## src/rtl/udp_rx_pkg.sv

```systemverilog
// rtl/udp_rx_pkg.sv - shared constants for the UDP payload extractor
//   FSM state encoding, protocol constants and an IPv4 address byte selector.
package udp_rx_pkg;

  localparam logic [2:0] ST_IDLE     = 3'd0;
  localparam logic [2:0] ST_ETH_TYPE = 3'd1;
  localparam logic [2:0] ST_IP_HDR   = 3'd2;
  localparam logic [2:0] ST_UDP_HDR  = 3'd3;
  localparam logic [2:0] ST_PAYLOAD  = 3'd4;
  localparam logic [2:0] ST_DONE     = 3'd5;
  localparam logic [2:0] ST_DROP     = 3'd6;

  localparam logic [15:0] ETHERTYPE_IPV4 = 16'h0800;
  localparam logic [7:0]  IP_PROTO_UDP   = 8'd17;
  localparam logic [15:0] UDP_HDR_LEN    = 16'd8;

  // Byte idx of an IPv4 address in wire order (0 = most significant).
  function automatic logic [7:0] ip_addr_byte(input logic [31:0] addr, input logic [1:0] idx);
    logic [7:0] b;
    case (idx)
      2'd0:    b = addr[31:24];
      2'd1:    b = addr[23:16];
      2'd2:    b = addr[15:8];
      default: b = addr[7:0];
    endcase
    return b;
  endfunction

endpackage

```

## src/rtl/ip_hdr_csum.sv

```systemverilog
// rtl/ip_hdr_csum.sv - byte-serial 16-bit ones-complement accumulator for the IPv4 header
//   clk, rst_n : clock, asynchronous active-low reset
//   clr        : restart the sum (held while not inside the IP header)
//   en         : accumulate csum_byte (bytes arrive MSB first, pairs form 16-bit words)
//   csum_byte  : header byte
//   sum_ok     : on the second byte of a word, the sum including that byte is 16'hFFFF
module ip_hdr_csum (
  input  logic       clk,
  input  logic       rst_n,
  input  logic       clr,
  input  logic       en,
  input  logic [7:0] csum_byte,
  output logic       sum_ok
);

  logic [15:0] acc_q, acc_d;
  logic [7:0]  hi_q, hi_d;
  logic        odd_q, odd_d;
  logic [16:0] sum17;
  logic [15:0] folded;

  always_comb begin
    sum17  = {1'b0, acc_q} + {1'b0, hi_q, csum_byte};
    // One end-around carry is enough: the 17-bit sum never exceeds 17'h1FFFE.
    folded = sum17[15:0] + {15'd0, sum17[16]};
    acc_d  = acc_q;
    hi_d   = hi_q;
    odd_d  = odd_q;
    if (clr) begin
      acc_d = 16'd0;
      hi_d  = 8'd0;
      odd_d = 1'b0;
    end else if (en) begin
      if (odd_q) begin
        acc_d = folded;
        odd_d = 1'b0;
      end else begin
        hi_d  = csum_byte;
        odd_d = 1'b1;
      end
    end
  end

  always_ff @(posedge clk or negedge rst_n) begin
    if (!rst_n) begin
      acc_q <= 16'd0;
      hi_q  <= 8'd0;
      odd_q <= 1'b0;
    end else begin
      acc_q <= acc_d;
      hi_q  <= hi_d;
      odd_q <= odd_d;
    end
  end

  assign sum_ok = odd_q && (folded == 16'hFFFF);

endmodule

```

## src/rtl/udp_payload_extract.sv

```systemverilog
// rtl/udp_payload_extract.sv - strip EtherType/IPv4/UDP headers, emit UDP payload for this board
//   Optional IPv4 header checksum check: define UDP_IP_CSUM_CHECK_EN.
//   phy_rx_clk, reset_n        : clock, asynchronous active-low reset
//   in_data/in_valid/in_frame  : received byte stream, in_frame falling edge ends the frame
//   pl_data/pl_valid           : payload byte (registered, one cycle after the input byte)
//   pl_sof/pl_eof/pl_abort     : first byte, last byte, frame cut short inside the payload
//   pl_len                     : payload length, updated together with pl_sof
//   drop_cnt                   : saturating count of rejected frames
//   status                     : current FSM state
module udp_payload_extract
  import udp_rx_pkg::*;
#(
  parameter logic [31:0] LOCAL_IP   = 32'hC0A8_0102,
  parameter logic [15:0] LOCAL_PORT = 16'd8080
) (
  input  logic        phy_rx_clk,
  input  logic        reset_n,
  input  logic [7:0]  in_data,
  input  logic        in_valid,
  input  logic        in_frame,
  output logic [7:0]  pl_data,
  output logic        pl_valid,
  output logic        pl_sof,
  output logic        pl_eof,
  output logic        pl_abort,
  output logic [15:0] pl_len,
  output logic [15:0] drop_cnt,
  output logic [2:0]  status
);

  logic [2:0]  state_q, state_d;
  logic [5:0]  hdr_cnt_q, hdr_cnt_d;
  logic [3:0]  ihl_q, ihl_d;
  logic [7:0]  hold_q, hold_d;
  logic [15:0] udp_len_q, udp_len_d;
  logic [15:0] pl_remain_q, pl_remain_d;
  logic        first_q, first_d;
  logic        armed_q, armed_d;
  logic [7:0]  pl_data_q, pl_data_d;
  logic        pl_valid_q, pl_valid_d;
  logic        pl_sof_q, pl_sof_d;
  logic        pl_eof_q, pl_eof_d;
  logic        pl_abort_q, pl_abort_d;
  logic [15:0] pl_len_q, pl_len_d;
  logic [15:0] drop_cnt_q, drop_cnt_d;

  logic        drop_inc;
  logic        fail;
  logic [15:0] ip_hdr_len;
  logic        ip_last;
  logic        csum_bad;

  assign ip_hdr_len = {10'd0, ihl_q, 2'b00};
  assign ip_last    = ({10'd0, hdr_cnt_q} == (ip_hdr_len - 16'd1));

`ifdef UDP_IP_CSUM_CHECK_EN
  logic csum_ok;

  ip_hdr_csum u_csum (
    .clk       (phy_rx_clk),
    .rst_n     (reset_n),
    .clr       (state_q != ST_IP_HDR),
    .en        (in_valid && (state_q == ST_IP_HDR)),
    .csum_byte (in_data),
    .sum_ok    (csum_ok)
  );

  assign csum_bad = !csum_ok;
`else
  assign csum_bad = 1'b0;
`endif

  always_comb begin
    state_d     = state_q;
    hdr_cnt_d   = hdr_cnt_q;
    ihl_d       = ihl_q;
    hold_d      = hold_q;
    udp_len_d   = udp_len_q;
    pl_remain_d = pl_remain_q;
    first_d     = first_q;
    armed_d     = armed_q;
    pl_data_d   = pl_data_q;
    pl_valid_d  = 1'b0;
    pl_sof_d    = 1'b0;
    pl_eof_d    = 1'b0;
    pl_abort_d  = 1'b0;
    pl_len_d    = pl_len_q;
    drop_cnt_d  = drop_cnt_q;
    drop_inc    = 1'b0;
    fail        = 1'b0;

    // A new frame may only start once in_frame has been seen low.
    if (!in_frame) armed_d = 1'b1;

    // Byte processing first; frame-end handling below acts on the resulting state.
    case (state_q)
      ST_IDLE: begin
        if (in_valid && in_frame && armed_q) begin
          hold_d  = in_data;
          armed_d = 1'b0;
          state_d = ST_ETH_TYPE;
        end
      end
      ST_ETH_TYPE: begin
        if (in_valid) begin
          if ({hold_q, in_data} == ETHERTYPE_IPV4) begin
            hdr_cnt_d = 6'd0;
            state_d   = ST_IP_HDR;
          end else begin
            fail = 1'b1;
          end
        end
      end
      ST_IP_HDR: begin
        if (in_valid) begin
          hdr_cnt_d = hdr_cnt_q + 6'd1;
          if (hdr_cnt_q == 6'd0) begin
            ihl_d = in_data[3:0];
            if (in_data[7:4] != 4'd4 || in_data[3:0] < 4'd5) fail = 1'b1;
          end
          if (hdr_cnt_q == 6'd9 && in_data != IP_PROTO_UDP) fail = 1'b1;
          if (hdr_cnt_q >= 6'd16 && hdr_cnt_q <= 6'd19 &&
              in_data != ip_addr_byte(LOCAL_IP, hdr_cnt_q[1:0])) fail = 1'b1;
          // ihl_q is only meaningful after byte 0, hence the guard.
          if (hdr_cnt_q != 6'd0 && ip_last) begin
            if (csum_bad) begin
              fail = 1'b1;
            end else if (!fail) begin
              hdr_cnt_d = 6'd0;
              state_d   = ST_UDP_HDR;
            end
          end
        end
      end
      ST_UDP_HDR: begin
        if (in_valid) begin
          hdr_cnt_d = hdr_cnt_q + 6'd1;
          case (hdr_cnt_q)
            6'd2: hold_d = in_data;
            6'd3: if ({hold_q, in_data} != LOCAL_PORT) fail = 1'b1;
            6'd4: hold_d = in_data;
            6'd5: begin
              udp_len_d = {hold_q, in_data};
              if ({hold_q, in_data} <= UDP_HDR_LEN) fail = 1'b1;
            end
            6'd7: begin
              pl_remain_d = udp_len_q - UDP_HDR_LEN;
              first_d     = 1'b1;
              state_d     = ST_PAYLOAD;
            end
            default: ;
          endcase
        end
      end
      ST_PAYLOAD: begin
        if (in_valid) begin
          pl_valid_d  = 1'b1;
          pl_data_d   = in_data;
          pl_sof_d    = first_q;
          // pl_len changes together with pl_sof so it stays stable for the whole frame.
          if (first_q) pl_len_d = udp_len_q - UDP_HDR_LEN;
          first_d     = 1'b0;
          pl_remain_d = pl_remain_q - 16'd1;
          if (pl_remain_q == 16'd1) begin
            pl_eof_d = 1'b1;
            state_d  = ST_DONE;
          end
        end
      end
      default: ;
    endcase

    if (fail) begin
      state_d  = ST_DROP;
      drop_inc = 1'b1;
    end

    if (!in_frame) begin
      case (state_d)
        ST_ETH_TYPE, ST_IP_HDR, ST_UDP_HDR: begin
          drop_inc = 1'b1;
          state_d  = ST_IDLE;
        end
        ST_PAYLOAD: begin
          pl_abort_d = 1'b1;
          drop_inc   = 1'b1;
          state_d    = ST_IDLE;
        end
        ST_DONE, ST_DROP: state_d = ST_IDLE;
        default: ;
      endcase
    end

    if (drop_inc && drop_cnt_q != 16'hFFFF) drop_cnt_d = drop_cnt_q + 16'd1;
  end

  always_ff @(posedge phy_rx_clk or negedge reset_n) begin
    if (!reset_n) begin
      state_q     <= ST_IDLE;
      hdr_cnt_q   <= 6'd0;
      ihl_q       <= 4'd0;
      hold_q      <= 8'd0;
      udp_len_q   <= 16'd0;
      pl_remain_q <= 16'd0;
      first_q     <= 1'b0;
      armed_q     <= 1'b0;
      pl_data_q   <= 8'd0;
      pl_valid_q  <= 1'b0;
      pl_sof_q    <= 1'b0;
      pl_eof_q    <= 1'b0;
      pl_abort_q  <= 1'b0;
      pl_len_q    <= 16'd0;
      drop_cnt_q  <= 16'd0;
    end else begin
      state_q     <= state_d;
      hdr_cnt_q   <= hdr_cnt_d;
      ihl_q       <= ihl_d;
      hold_q      <= hold_d;
      udp_len_q   <= udp_len_d;
      pl_remain_q <= pl_remain_d;
      first_q     <= first_d;
      armed_q     <= armed_d;
      pl_data_q   <= pl_data_d;
      pl_valid_q  <= pl_valid_d;
      pl_sof_q    <= pl_sof_d;
      pl_eof_q    <= pl_eof_d;
      pl_abort_q  <= pl_abort_d;
      pl_len_q    <= pl_len_d;
      drop_cnt_q  <= drop_cnt_d;
    end
  end

  assign pl_data  = pl_data_q;
  assign pl_valid = pl_valid_q;
  assign pl_sof   = pl_sof_q;
  assign pl_eof   = pl_eof_q;
  assign pl_abort = pl_abort_q;
  assign pl_len   = pl_len_q;
  assign drop_cnt = drop_cnt_q;
  assign status   = state_q;

endmodule

```

## config.mk

```make
export PLATFORM = sky130hd
export DESIGN_NAME = udp_payload_extract
export DESIGN_NICKNAME = d
export VERILOG_FILES = /design/src/rtl/udp_rx_pkg.sv /design/src/rtl/ip_hdr_csum.sv /design/src/rtl/udp_payload_extract.sv
export SDC_FILE = /design/constraint.sdc
export NUM_CORES = 1
export LEC_CHECK = 0
export ABC_AREA = 0
export BUFFER_PORTS_ARGS = -buffer_cell sky130_fd_sc_hd__clkbuf_2
export CORE_UTILIZATION = 35
export DETAILED_ROUTE_END_ITERATION = 10
export GPL_TIMING_DRIVEN = 0
export SETUP_SLACK_MARGIN = 0.2
export SLEW_MARGIN = 0
export SYNTH_ARGS = -nofsm -noshare
export SYNTH_HDL_FRONTEND = slang
export SYNTH_SLANG_ARGS = --single-unit
export TNS_END_PERCENT = 5
```

## constraint.sdc

```tcl
create_clock -name phy_rx_clk -period 8.3 [get_ports phy_rx_clk]
set_clock_uncertainty 0.15 [all_clocks]
set_input_delay 0.83 -clock phy_rx_clk [delete_from_list [all_inputs] [get_ports phy_rx_clk]]
set_output_delay 0.83 -clock phy_rx_clk [all_outputs]
set_load 0.02 [all_outputs]
```

# Yosys cells after proc, flatten, opt, wreduce, memory -nomap -nowiden
# Index checks and enable logic that the tools add are counted.
[classes]
addsub = 5
order_cmp = 4
n_eq_ne = 34
mux = 65
n_reduce_logical = 25
[op_table]
columns = ["operator", "count"]
rows = [
  ["2-to-1 mux 16 bit", 3],
  ["2-to-1 mux 8 bit", 5],
  ["2-to-1 mux 3 bit", 13],
  ["2-to-1 mux 6 bit", 6],
  ["case mux 16 bit (2 select lines)", 1],
  ["2-to-1 mux 1 bit", 30],
  ["case mux 8 bit (3 select lines)", 1],
  ["equality test 6 x 3 -> 1 bit (second input constant)", 3],
  ["case mux 6 bit (3 select lines)", 1],
  ["adder 16 x 1 -> 16 bit (second input constant)", 1],
  ["equality test 16 x 1 -> 1 bit (second input constant)", 1],
  ["equality test 16 x 12 -> 1 bit (second input constant)", 1],
  ["equality test 6 x 16 -> 1 bit", 1],
  ["<= comparator 16 x 4 -> 1 bit (second input constant)", 1],
  ["inequality test 16 x 13 -> 1 bit (second input constant)", 1],
  ["inequality test 16 bit (second input constant)", 1],
  ["case mux 8 bit (2 select lines)", 1],
  ["subtractor 16 x 1 -> 16 bit (second input constant)", 1],
  ["subtractor 16 x 4 -> 16 bit (second input constant)", 1],
  ["case mux 3 bit (5 select lines)", 1],
  ["inequality test 2 bit (second input constant)", 7],
  ["equality test 3 x 2 -> 1 bit (second input constant)", 4],
  ["equality test 3 bit (second input constant)", 4],
  ["equality test 6 x 2 -> 1 bit (second input constant)", 2],
  ["other kinds (30)", 42],
]
[word_totals]
regBits = 99
inputBits = 12
output_inout_bits = 47
elab_cells = 148

# Longest topological paths before layout
[logic_depth]
word_depth = 19
ltp_mapped = 11
mapped_depth_nobuf = 10

# Worst setup path after synthesis
# Ideal clock, no wire load.
[synth_path]
path_kind = "input-to-reg"
startpoint = "in in_data[6]"
endpoint = "reg drop_cnt_q[1], in the netlist drop_cnt[1]"
setup_time_ns = 0.125
t_arrival_ns = 3.005
t_required_ns = 8.025
setup_slack_ns = 5.021
path_stages = 8
n_path_buf = 0
cell_sequence = "or4_1 or4_1 o211a_1 o31ai_1 a211oi_1 a211oi_2 nor2_1 mux2_2"
[synth_via]
elab_chain_cells = 18
word_cells_on_any_way = 39
classes_between = "order compare (1); eq/ne (9); mux (24); reduce/logical (5)"
[synth_rtl]
columns = ["item", "line", "source"]
rows = [
  ["start: declaration", "udp_payload_extract.sv:18", "input logic [7:0] in_data,"],
  ["inequality test 4 x 3 -> 1 bit", "udp_payload_extract.sv:119", "if (in_data[7:4] != 4'd4 || in_data[3:0] < 4'd5) fail = 1'b1;"],
  ["logical OR 1 bit", "udp_payload_extract.sv:119", ""],
  ["2-to-1 mux 1 bit", "udp_payload_extract.sv:119", ""],
  ["2-to-1 mux 1 bit", "udp_payload_extract.sv:117", "if (hdr_cnt_q == 6'd0) begin"],
  ["2-to-1 mux 1 bit", "udp_payload_extract.sv:121", "if (hdr_cnt_q == 6'd9 && in_data != IP_PROTO_UDP) fail = 1'b1;"],
  ["2-to-1 mux 1 bit", "udp_payload_extract.sv:122", "if (hdr_cnt_q >= 6'd16 && hdr_cnt_q <= 6'd19 &&"],
  ["2-to-1 mux 1 bit", "udp_payload_extract.sv:115", "if (in_valid) begin"],
  ["2-to-1 mux 1 bit", "udp_payload_extract.sv:96", "case (state_q)"],
  ["[... 2 more ...]", "n/a", ""],
  ["2-to-1 mux 3 bit", "udp_payload_extract.sv:115", ""],
  ["case mux 3 bit (5 select lines)", "udp_payload_extract.sv:96", ""],
  ["2-to-1 mux 3 bit", "udp_payload_extract.sv:173", "if (fail) begin"],
  ["equality test 3 bit, or another cell as far along", "udp_payload_extract.sv:179", "case (state_d)"],
  ["OR reduction 4 bit (no source line)", "n/a", ""],
  ["2-to-1 mux 1 bit", "udp_payload_extract.sv:179", ""],
  ["2-to-1 mux 1 bit (*)", "udp_payload_extract.sv:178", "if (!in_frame) begin"],
  ["logical AND 1 bit (*)", "udp_payload_extract.sv:194", "if (drop_inc && drop_cnt_q != 16'hFFFF) drop_cnt_d = drop_cnt_q + 16'd1;"],
  ["end signal: assignment", "udp_payload_extract.sv:229", "drop_cnt_q <= drop_cnt_d;"],
  ["end: declaration", "udp_payload_extract.sv:45", "logic [15:0] drop_cnt_q, drop_cnt_d;"],
]
# Every way passes the cells marked *; elsewhere a longest branch is shown, timed or not. The select of a mux whose other input is x is not followed.
# A chain may end at the register's enable or synchronous reset.

# Worst setup path in the final report
[layout_path]
startpoint = "in in_data[6]"
endpoint = "reg drop_cnt_q[10], in the netlist drop_cnt[10]"
# Same word-level chain as after synthesis.

==> results.sh <==
export IMPL_preCtsSetupSlack_ps=4320
export IMPL_rows=44
export IMPL_regToRegSetupSlack_ps=4750
export IMPL_syn_to_final_growth_pct=15.5
export IMPL_min_period_ps=3620
export IMPL_synth_top_cell_by_area="dfrtp_1"
export IMPL_path_max_fanout=10
export IMPL_p_per_area_mw_per_mm2=256
export IMPL_ff2ff_path_depth=9
export IMPL_cts_root_buf="clkbuf_16"
export IMPL_grt_max_degree=67
export IMPL_die_y_um=124
export IMPL_end_kind="flip-flop"
export IMPL_ys_warn_count=0
export IMPL_dieWidth_um=124
export IMPL_worstPathRequired_ps=8420
export IMPL_cts_tree="done"
export IMPL_first_pass_iters=5
export IMPL_nets=628
export IMPL_leakage_nw=2.72
export IMPL_crit_arrival_ps=3740
export IMPL_cap_viol_max_count=0
export IMPL_period_share_pct=43.6
export IMPL_cts_setup_buffers=0
export IMPL_ios=59
export IMPL_core_area_sq_mm=0.0145
export IMPL_initial_core_util_pct=35.8
export IMPL_ctsResizeCount=0
export IMPL_ant_nets=0
export IMPL_gr_usage_all_layers_pct=17.3
export IMPL_rsz0062_at_grt="false"
export IMPL_cts_sinks=99
export IMPL_synth_top_cell_area_share_pct=47.8
export IMPL_final_cell_mix="dfrtp_1 (99), nand2_1 (82), clkbuf_2 (52)"
export IMPL_tightest_slew_ps=1150
export IMPL_fmax_mhz=276
export IMPL_synth_fp_nets=563
export IMPL_clock_latency_ps=350
export IMPL_min_to="pl_len[14]"
export IMPL_r2r_end="drop_cnt[1]"
export IMPL_cts_buffers=9
export IMPL_ir_drop_uv=143
export IMPL_r2r_start="status[1]"
export IMPL_yosys_register_bits=99
export IMPL_setup_violations_final=0
export IMPL_ys_async_sr_fraction_pct=100
export IMPL_status="completed"
export IMPL_h_tree_depth=3
export IMPL_synth_edf_count=0
export IMPL_yosys_cell_types_count=59
export IMPL_drive_above_1_share_pct=19.1
export IMPL_worstSetupPathType="in2reg"
export IMPL_synth_area_top_cells="dfrtp_1 (48%), mux2_2 (6.5%), nand2_1 (5.9%)"
export IMPL_ys_flop_type="dfrtp_1"
export IMPL_fin_tns_setup_ps=0
export IMPL_grt_overflow_total=0
export IMPL_routabilityCongestion=0.900
export IMPL_wirelength_um=12300
export IMPL_fill_cells=1425
export IMPL_slew_viol_final=0
export IMPL_setup_ws_ps=4680
export IMPL_start_kind="input pin"
export IMPL_wl_per_cell_um=15.5
export IMPL_vias=4262
export IMPL_dp_hpwl_um=9000
export IMPL_viasPerCell=5.38
export IMPL_hold_path_class="reg2reg"
export IMPL_synth_area_sq_mm=0.00518
export IMPL_hold_buffers=0
export IMPL_worstHoldPathCells=2
export IMPL_synth_avg_cell_area_sq_um=9.63
export IMPL_cts_buffer_depth=2
export IMPL_ys_seq_area_share_pct=47.8
export IMPL_synthCells=538
export IMPL_worstHoldStart="pl_len[14]"
export IMPL_die_area_sq_mm=0.0153
export IMPL_antenna_found_initial=0
export IMPL_grt_pass1_vias=4015
export IMPL_final_common_cell="dfrtp_1"
export IMPL_hold_violations=0
export IMPL_remaining_drc_errors=0
export IMPL_diodes=0
export IMPL_drt_iter0_drc=266
export IMPL_relSlewSlack_pct=22.9
export IMPL_grt_pass1_wl_um=20400
export IMPL_path_clk_slew_ps=70
export IMPL_numPortBuffers=53
## cell families after synthesis
group,synth area share (%)
DFF,47.8
AOI/OAI and AO/OA,12.1
adders and majority gates,3.14
buffers and inverters,3.28
and+or+nand+nor,21.4
xor gates and xnor gates,5.58
muxes,6.71
## Yosys cell counts, types with 5 or more instances
library cell   n
nor4_1        10
o31ai_1        6
inv_1         20
clkbuf_1      19
xor2_1        17
mux2_2        30
nor3_1        23
or4_1          5
dfrtp_1       99
xnor2_1       16
nand2_1       82
ha_1          13
and3_1         5
nor2b_1        5
nand4_1        8
a21oi_1       21
o21ai_0       41
nor2_1        37
nand3_1       17
## power breakdown
group          internal, mW  total [mW]  switching [mW]
registers             0.583       0.692           0.109
logic                 0.177       0.443           0.266
clock network         0.206       0.397           0.191
## area by class of cell
type,instances,area [sq um],share of cell area (%)
Sequential cell,99,2480,41.4
Buffer,23,95.1,1.59
Clock buffer,9,225,3.76
Multi-Input combinational cell,396,2530,42.4
Inverter,20,75.1,1.25
Timing Repair Buffer,54,295,4.93
Clock inverter,7,51.3,0.857
Tap cell,184,230,3.85
## flip-flops by register name, indices dropped and copies added, names as in the netlist
signal,flops
armed_q,1
pl_valid,1
pl_sof,1
drop_cnt,16
pl_abort,1
pl_remain_q,16
udp_len_q,16
ihl_q,4
pl_eof,1
first_q,1
hold_q,8
status,3
pl_len,16
hdr_cnt_q,6
pl_data,8
## critical path, stage by stage
cell and delay, ps:
clkbuf_2 170, or4_1 570, nand4b_1 290, nor3_1 260, o31ai_1 90, a211oi_1 600, a211oi_2 230, buf_6 220
nor4_2 300, xnor2_1 160
## routing by layer
| layer | share of wire [%] | GRT usage, % | up-vias |
|---|---|---|---|
| met5 | 0 | 0 | - |
| met4 | 1.4 | 4.22 | 0 |
| met3 | 5.9 | 4.85 | 15 |
| met2 | 45 | 26.6 | 129 |
| met1 | 48 | 24.0 | 2078 |
| li1 | - | - | 2040 |
## through the flow
| step | total power, mW | utilization (%) | cells | instance area (sq um) | hold slack (ps) |
|---|---|---|---|---|---|
| finish | 1.53 | 41.3 | 792 | 5980 | 322 |
| CTS | 1.54 | 41.3 | 792 | 5980 | 331 |
| detailed placement | 1.14 | 39.4 | 776 | 5710 | 315 |
| floorplan | 0.993 | - | 538 | 5180 | 294 |
| global route | 1.64 | 41.3 | 792 | 5980 | 344 |
| global placement | 1.12 | 39.2 | 775 | 5680 | 312 |
## worst max path at each step
stage                from            to  slack [ps]  cells after the start
2_1_floorplan  in_data[6]   drop_cnt[1]        5020                      8
3_3_place_gp   in_data[6]   drop_cnt[4]        4360                     10
3_5_place_dp   in_data[6]   drop_cnt[1]        4320                      9
4_1_cts        in_data[6]   drop_cnt[1]        4700                      9
5_1_grt        in_data[6]  drop_cnt[11]        4520                      9
6_report       in_data[6]  drop_cnt[10]        4680                     10
No activity file was read; power rests on OpenSTA's default activity.
